==> src/rtl/branch_resolve_unit.sv <==
// branch_resolve_unit: resolves EX-stage branches against an always-taken fetch, redirecting and flushing on mispredict
module branch_resolve_unit #(
  parameter int Width       = 32,
  parameter int FlushCycles = 2,
  parameter int CntWidth    = 32
) (
  input  logic                clk,
  input  logic                rst,
  input  logic                ex_valid_i,
  input  logic [2:0]          ex_funct3_i,
  input  logic [Width-1:0]    ex_pc_i,
  input  logic                stall_i,
  input  logic                BrLt,
  input  logic                BrEq,
  output logic                BrUn,
  output logic                taken_o,
  output logic                redirect_valid_o,
  output logic [Width-1:0]    redirect_pc_o,
  output logic                flush_o,
  output logic                illegal_o,
  output logic [CntWidth-1:0] branch_cnt_o,
  output logic [CntWidth-1:0] mispred_cnt_o
);
  localparam int FW = $clog2(FlushCycles + 1);
  typedef enum logic {IDLE, FLUSH} state_t;
  state_t state, state_n;
  logic [FW-1:0] fcnt, fcnt_n;
  logic flush_n, legal, eval, mispredict;
  always_ff @(posedge clk) begin
    if (rst) begin
      state <= IDLE;
      fcnt  <= '0;
    end else begin
      state <= state_n;
      fcnt  <= fcnt_n;
    end
  end
  always_comb begin
    state_n = state;
    fcnt_n  = fcnt;
    flush_n = 1'b0;
    if (state == FLUSH) begin
      flush_n = 1'b1;
      if (!stall_i) begin
        state_n = fcnt == '0 ? IDLE : FLUSH;
        fcnt_n  = fcnt == '0 ? fcnt : fcnt - 1'b1;
        flush_n = fcnt != '0;
      end
    end else if (mispredict) begin
      flush_n = 1'b1;
      fcnt_n  = FW'(FlushCycles - 1);
      state_n = FlushCycles > 1 ? FLUSH : IDLE;
    end
  end
  // bit 0 of funct3 inverts the sense; bit 2 picks BrLt over BrEq
  always_comb begin
    BrUn       = ex_funct3_i[1];
    legal      = ex_funct3_i[2:1] != 2'b01;
    taken_o    = ex_valid_i & legal & (ex_funct3_i[2] ? ex_funct3_i[0] ^ BrLt : ex_funct3_i[0] ^ BrEq);
    eval       = ex_valid_i & !stall_i & (state == IDLE);
    mispredict = eval & !taken_o;
  end
  always_ff @(posedge clk) begin
    if (rst) begin
      redirect_valid_o <= 1'b0;
      redirect_pc_o    <= '0;
      flush_o          <= 1'b0;
      illegal_o        <= 1'b0;
      branch_cnt_o     <= '0;
      mispred_cnt_o    <= '0;
    end else begin
      redirect_valid_o <= mispredict;
      illegal_o        <= mispredict & !legal;
      flush_o          <= flush_n;
      if (mispredict) redirect_pc_o <= ex_pc_i + Width'(4);
      if (eval & legal & (branch_cnt_o != '1)) branch_cnt_o <= branch_cnt_o + 1'b1;
      if (mispredict & legal & (mispred_cnt_o != '1)) mispred_cnt_o <= mispred_cnt_o + 1'b1;
    end
  end
endmodule

==> config.mk <==
export PLATFORM = sky130hd
export DESIGN_NAME = branch_resolve_unit
export DESIGN_NICKNAME = d
export VERILOG_FILES = /design/src/rtl/branch_resolve_unit.sv
export SDC_FILE = /design/constraint.sdc
export NUM_CORES = 1
export LEC_CHECK = 0
export BUFFER_PORTS_ARGS = -buffer_cell sky130_fd_sc_hd__buf_2
export CORE_MARGIN = 2
export CORE_UTILIZATION = 40
export CTS_BUF_LIST = sky130_fd_sc_hd__clkbuf_8
export CTS_CLUSTER_SIZE = 20
export DETAILED_ROUTE_END_ITERATION = 10
export GPL_ROUTABILITY_DRIVEN = 0
export HOLD_SLACK_MARGIN = 0.06
export PLACE_DENSITY = 0.74
export RECOVER_POWER = 25
export SYNTH_ARGS = -nofsm -noshare
export SYNTH_HDL_FRONTEND = slang
export SYNTH_SLANG_ARGS = --single-unit
==> constraint.sdc <==
create_clock -name clk -period 2.3 [get_ports clk]
set_clock_uncertainty 0.15 [all_clocks]
set_input_delay 0.345 -clock clk [delete_from_list [all_inputs] [get_ports clk]]
set_output_delay 0.345 -clock clk [all_outputs]
set_load 0.05 [all_outputs]
==> flow_summary_export.csv, run 1 <==
group,metric,value,unit
clocking,cts_buffer_depth,2,
power_and_ir_drop,p_sw,0.981,mW
critical_path,r2r_end,"mispred_cnt_o[8]$_SDFFE_PP0P_",
yosys,ys_seq_area_share,38.9,%
placement,placed_cells,959,
yosys,synth-xor-area-share,4.39,%
yosys,ys_seq_elements,101,
critical_path,cp-end-kind,"flip-flop",
yosys,synth_compound_area_share,19.9,%
timing,fin_setup_tns,0,ns
drt,first_pass_iters,5,
yosys,netlist_area,0.00519,sq mm
yosys,yosys.area.top_type,"dfxtp_1",
placement,portBuffers,141,
yosys,synth-async-reset-ratio,0,%
critical_path,reg2reg_depth,6,
global_routing,track_usage,19.2,%
min_path,worstHoldEndpoint,"redirect_pc_o[17]$_SDFFE_PP0P_",
yosys,syn_inst,625,
timing,drv_slew,0,
die,fp.coreArea,0.0127,sq mm
global_routing,grt_pass1_vias,4790,
power_and_ir_drop,power,3.29,mW
critical_path,cp_slowest_cell,"or4_4",
critical_path,max_stage_delay,0.57,ns
timing,hold_viol,0,
yosys,synth_edf_count,0,
timing,final-setup-viol-count,0,
yosys,synth_top_family_by_area,"simple AND/OR/NAND/NOR gates",
drt,viasPerCell,5.43,
global_routing,grt_start_max_net_pins,37,
drt,remaining_drc_errors,0,
drt,routed_wl,13.5,mm
power_and_ir_drop,leakagePower,2.48,nW
timing,fmax,454,MHz
critical_path,crit_type,"flip-flop to flip-flop",
drt,drt_first_iter_violations,249,
critical_path,path_cells,"nand4_1 > or4_4 > nor4bb_4 > buf_6 > nor4_1 > mux2_2",
clocking,cts_sinks,101,
drt,met1Wirelength,6.13,mm
job,cap_violations,0,
yosys,synth_most_common_cell,"dfxtp_1",
critical_path,r2r-start,"mispred_cnt_o[18]$_SDFFE_PP0P_",
yosys,synth_common_cells,"dfxtp_1 (101), a21oi_1 (57), nor2_1 (46), nand2_1 (40), nand3_1 (33)",
clocking,cts_buffers,9,
drt,wl_per_cell,13.8,microns
global_routing,grt_pass1_wl,22.5,mm
yosys,synth-warning-count,0,
die,die_h,118,microns
power_and_ir_drop,vdd_drop_max,0.000310,V
timing,rsz0062_at_grt,"yes",
final_layout,stdcell_count,978,
min_path,hp-class,"input pin to flip-flop",
min_path,hold_depth,3,
power_and_ir_drop,powerDensity,484,mW/mm^2
timing,min_period_over_period,95.9,%
placement,dp_slack,-0.142,ns
yosys,synthAdderAreaFrac,0.964,%
timing,worst_pin_slew,0.650,ns
timing,worst_slack,0.0949,ns
final_layout,area_growth,30.6,%
outcome,status,"finished, final reports clean",
clocking,cts-htree-levels,3,
global_routing,antenna_found_initial,0,
die,die_width,118,microns
critical_path,worst-endpoint-arrival,2.31,ns
critical_path,rrSetupSlack,0.09,ns
final_layout,layout.nets,848,
timing,whs,0.122,ns
yosys,synth_area_leaders,"dfxtp_1 (39%), a21oi_1 (5.5%), o31ai_1 (4.2%), or4_1 (4.2%), a211oi_1 (3.6%)",
drt,antenna_left,0,
final_layout,drive_gt1_share,29.8,%
placement,place_area,0.00661,sq mm
yosys,yosys_most_used_dff,"dfxtp_1",
power_and_ir_drop,p_int,2.30,mW
power_and_ir_drop,swShare,29.8,%
timing,slew_headroom,56.9,%
die,io-pin-count,142,
min_path,worstHoldStart,"ex_pc_i[17]",
clocking,cts.clk_slew.worst_paths,0.09,ns
clocking,cts_root_buf,"clkbuf_8",
final_layout,utilization,53.5,%
yosys,synth-simple-area-share,29.5,%
global_routing,grt_overflow_total,0,
clocking,cts_tree,"built",
power_and_ir_drop,p_clk_share,29.5,%
critical_path,cp-start-kind,"flip-flop",
critical_path,path_max_fanout,7,
power_and_ir_drop,seqPwrFrac,54.9,%
drt,dr_wl_met2,6.30,mm
drt,dr_wl_met3,840,microns
power_and_ir_drop,p_comb_share,15.6,%
yosys,yosysTopAreaCellShare,38.9,%
drt,vias,5306,
clocking,clock_latency,0.37,ns
critical_path,critical_path_buf_inv_count,1,
final_layout,fin_area,0.00678,sq mm
placement,dp.final_hpwl,10.2,mm
critical_path,critical-path-top-delay-family,"simple AND/OR/NAND/NOR gates",
die,die_area,0.0139,sq mm
critical_path,crit_required,2.41,ns
die,num_rows,41,
yosys,syn_avg_cell_area,8.31,sq um
drt,top_layer_used,"met4",
die,initial_utilization,41.0,%
final_layout,diodes,0,
yosys,syn_nets,670,
timing,post-route-min-period,2.21,ns
yosys,synth_cell_types,54,
yosys,muxShareOfSynthArea,1.73,%
-- how the worst max path moves through the flow --
stage	start	end	slack [ns]	cells past startpoint
2_1_floorplan	branch_cnt_o[20]$_SDFFE_PP0P_	branch_cnt_o[26]$_SDFFE_PP0P_	-0.004	6
3_3_place_gp	ex_valid_i	mispred_cnt_o[17]$_SDFFE_PP0P_	-0.07	7
3_5_place_dp	ex_valid_i	mispred_cnt_o[17]$_SDFFE_PP0P_	-0.14	7
4_1_cts	mispred_cnt_o[19]$_SDFFE_PP0P_	mispred_cnt_o[9]$_SDFFE_PP0P_	0.04	6
5_1_grt	state$_SDFF_PP0_	branch_cnt_o[31]$_SDFFE_PP0P_	-0.01	7
6_report	mispred_cnt_o[18]$_SDFFE_PP0P_	mispred_cnt_o[8]$_SDFFE_PP0P_	0.09	6
-- routing by layer --
layer / GRT usage [%] / up-vias
met1: 24.4 / 2451
met4: 6.40 / 0
li1: - / 2715
met2: 31.4 / 125
met3: 5.23 / 15
met5: 0 / -
-- area by class of cell --
type,instances,area [sq um]
clock buffers,9,124
clock inverters,5,23.8
fillers,1276,5890
inverters,17,66.3
multi-input cells,467,3030
flip-flops and latches,101,2120
well taps,172,215
repair buffers,207,1200
-- placed cells by master (no fill, tap or decap), drive strengths merged, types with 3 or more instances in the layout --
master       synthesis  routed
a21oi               57      57
and2                 5       5
nor2                46      46
mux2                 8       8
dfxtp              101     101
nor2b                7       7
xnor2               14      14
ha                   4       4
dlygate4sd3          0       3
nand3               33      33
a211oi              25      25
buf                  9     157
clkbuf              31      56
xor2                12      12
o21ai               29      29
and4                13      13
nor3                16      16
and3                 6       6
a311oi               5       5
nor3b                6       6
nand4               18      18
o31ai               30      30
nand2               40      40
or4                 30      30
or3                 24      24
nor4                12      12
inv                 17      20
-- cell families after synthesis --
kind of cell | Yosys count
buffers and inverters | 57
AND/OR/NAND/NOR | 267
XOR/XNOR | 26
AO/OA/AOI/OAI | 162
multiplexers | 8
adder cells (fa/ha/maj) | 4
flip-flops | 101
-- state kept, by name (all words and copies together) (netlist names) --
register / cells
branch_cnt_o: 32
fcnt: 2
illegal_o: 1
state: 1
redirect_pc_o: 32
mispred_cnt_o: 32
redirect_valid_o: 1
-- power groups by stage --
| stage | Clock [mW] | Sequential [mW] | Combinational, mW |
|---|---|---|---|
| after global routing | 1.07 | 1.81 | 0.555 |
| after floorplan | 0 | 2.00 | 0.177 |
| after global placement | 0 | 1.84 | 0.518 |
| after detailed placement | 0 | 1.84 | 0.524 |
| final | 0.968 | 1.80 | 0.513 |
| after CTS | 1.00 | 1.80 | 0.528 |
-- tightest hold or removal path, delay by kind of cell --
| kind | cells | cell delay [ns] |
|---|---|---|
| compound gates | 2 | 0.14 |
| buf+inv | 1 | 0.11 |
-- timing repair --
item,in CTS,in global routing
endpoints found under the hold margin,3,0
endpoints found under the setup margin,0,9
resized for setup,0,6
hold buffers,3,0
setup buffers,0,1
No activity file was read; power rests on OpenSTA's default activity.
==> inputs of run 2 (changes only) <==
- CELL_PAD_IN_SITES_DETAIL_PLACEMENT: not set -> 0
- CELL_PAD_IN_SITES_GLOBAL_PLACEMENT: not set -> 1
- CORE_UTILIZATION: 40 -> 36
- PLACE_DENSITY: 0.74 -> 0.87
- SLEW_MARGIN: not set -> 20
==> run 2 against run 1 <==
Clock-buffer cell count increased by 1. Via count grew 0.41%. Highest routed layer unchanged. Critical endpoint unchanged. Combinational power shrank 1%.
==> flow_summary_export.csv, run 2 (synthesized netlist as in run 1, its figures left out) <==
group,metric,value,unit
drt,viasPerCell,5.52,
final_layout,mostFrequentLayoutCells,"buf_2 (92), dfxtp_1 (59), a21oi_1 (57), clkbuf_1 (49), nor2_1 (46)",
timing,fin_setup_tns,0,ns
die,io-pin-count,142,
drt,remaining_drc_errors,0,
final_layout,largestRegisters,"branch_cnt_o x32, mispred_cnt_o x32, redirect_pc_o x32",
critical_path,cp-end-kind,"flip-flop",
clocking,cts_buffers,9,
drt,wl_per_cell,15.1,microns
final_layout,diodes,0,
timing,final-setup-viol-count,0,
critical_path,r2r-start,"mispred_cnt_o[19]$_SDFFE_PP0P_",
timing,post-route-min-period,2.26,ns
power_and_ir_drop,p_clk_share,33.0,%
min_path,hp-class,"input pin to flip-flop",
global_routing,grt_overflow_total,0,
global_routing,grt_start_max_net_pins,50,
final_layout,layout.nets,826,
die,die_h,124,microns
timing,min_period_over_period,98.2,%
critical_path,cp-start-kind,"flip-flop",
min_path,worstHoldStart,"ex_pc_i[0]",
outcome,status,"finished, final reports clean",
power_and_ir_drop,seqPwrFrac,52.3,%
power_and_ir_drop,p_sw,1.01,mW
placement,dp.final_hpwl,10.8,mm
global_routing,antenna_found_initial,0,
power_and_ir_drop,swShare,29.2,%
critical_path,crit_required,2.41,ns
critical_path,crit_start,"mispred_cnt_o[19]$_SDFFE_PP0P_",
timing,worst_pin_slew,0.661,ns
die,fp.coreArea,0.0140,sq mm
final_layout,fin_area,0.00667,sq mm
placement,dp_slack,-0.0818,ns
global_routing,track_usage,19.0,%
power_and_ir_drop,powerDensity,517,mW/mm^2
power_and_ir_drop,vdd_drop_max,0.000248,V
timing,slew_headroom,56.1,%
drt,routed_wl,14.6,mm
final_layout,stdcell_count,966,
min_path,hold_depth,3,
placement,portBuffers,141,
drt,first_pass_iters,4,
placement,place_area,0.00645,sq mm
critical_path,reg2reg_depth,6,
timing,hold_viol,0,
placement,placed_cells,943,
power_and_ir_drop,leakagePower,2.39,nW
critical_path,r2r_end,"mispred_cnt_o[8]$_SDFFE_PP0P_",
final_layout,final_common_cell,"buf_2",
critical_path,rrSetupSlack,0.04,ns
die,initial_utilization,37.1,%
clocking,cts_sinks,101,
clocking,cts-htree-levels,3,
timing,fmax,443,MHz
final_layout,area_growth,28.4,%
global_routing,grt_pass1_wl,23.3,mm
timing,worst_slack,0.0406,ns
power_and_ir_drop,p_comb_share,14.7,%
drt,antenna_left,0,
critical_path,path_max_fanout,13,
clocking,clock_latency,0.38,ns
job,cap_violations,0,
power_and_ir_drop,p_int,2.44,mW
critical_path,crit_type,"flip-flop to flip-flop",
timing,drv_slew,0,
clocking,cts_root_buf,"clkbuf_8",
clocking,cts.clk_slew.worst_paths,0.10,ns
clocking,cts_buffer_depth,2,
die,num_rows,43,
final_layout,drive_gt1_share,28.0,%
clocking,cts_tree,"built",
die,die_area,0.0154,sq mm
critical_path,worst-endpoint-arrival,2.37,ns
die,die_width,124,microns
global_routing,grt_pass1_vias,4910,
critical_path,endpoint,"mispred_cnt_o[8]$_SDFFE_PP0P_",
drt,vias,5328,
drt,drt_first_iter_violations,317,
-- run 2: cell count changes in the layout (fill, tap and decap cells not counted), sizes merged --
cell         change
bufinv           +1
buf             -23
clkinv           +1
clkbuf           +3
inv              -1
dlygate4sd3      -1
-- run 2: metal layers --
layer / vias to the layer above / share of wire [%] / GRT usage (%) / wire length [microns]
li1: 2669 / - / - / -
met1: 2521 / 45 / 23.2 / 6540
met2: 126 / 48 / 32.1 / 7020
met3: 12 / 6.1 / 5.95 / 891
met4: 0 / 1.0 / 5.20 / 152
met5: - / 0 / 0 / 0
-- run 2: power groups by stage --
stage	Sequential, mW	Clock (mW)	Combinational, mW
floorplan	2.00	0	0.177
global placement	1.84	0	0.505
detailed placement	1.84	0	0.516
CTS	1.80	1.19	0.519
global route	1.81	1.27	0.546
finish	1.80	1.14	0.506
-- run 2: timing repair --
item,CTS,global route
hold endpoints to repair,2,0
hold buffers,2,0
endpoints found under the setup margin,0,6
setup buffers,0,5
gates resized for setup,0,6
-- run 2: per-stage QoR --
step | total power, mW | utilization [%] | hold WS, ns
after CTS | 3.51 | 47.6 | 0.0677
after floorplan | 2.18 | - | 0.291
after global placement | 2.34 | 46.1 | 0.294
after detailed placement | 2.36 | 46.1 | 0.299
after global routing | 3.63 | 47.7 | 0.0665
final | 3.45 | 47.7 | 0.0913
-- run 2: worst min path at each step --
stage and to:
4_1_cts redirect_pc_o[0]$_SDFFE_PP0P_, 3_3_place_gp redirect_pc_o[1]$_SDFFE_PP0P_, 6_report redirect_pc_o[0]$_SDFFE_PP0P_, 5_1_grt redirect_pc_o[0]$_SDFFE_PP0P_
2_1_floorplan redirect_pc_o[2]$_SDFFE_PP0P_, 3_5_place_dp redirect_pc_o[3]$_SDFFE_PP0P_
-- run 2: worst max-delay path, cell delays in order (launching register included) --
cell and delay, ns:
dfxtp_4 0.38, nand4_1 0.18, or4_4 0.58, nor4bb_4 0.32
buf_6 0.19, nor4_1 0.06, mux2_2 0.28
-- run 2: cell type report --
| type | count | area [sq um] |
|---|---|---|
| clock buffer | 10 | 138 |
| clock inverter | 6 | 56.3 |
| fill | 1428 | 7320 |
| inverter | 17 | 66.3 |
| multi-input combinational | 467 | 3030 |
| sequential | 101 | 2120 |
| tap | 180 | 225 |
| timing repair buffer | 185 | 1030 |
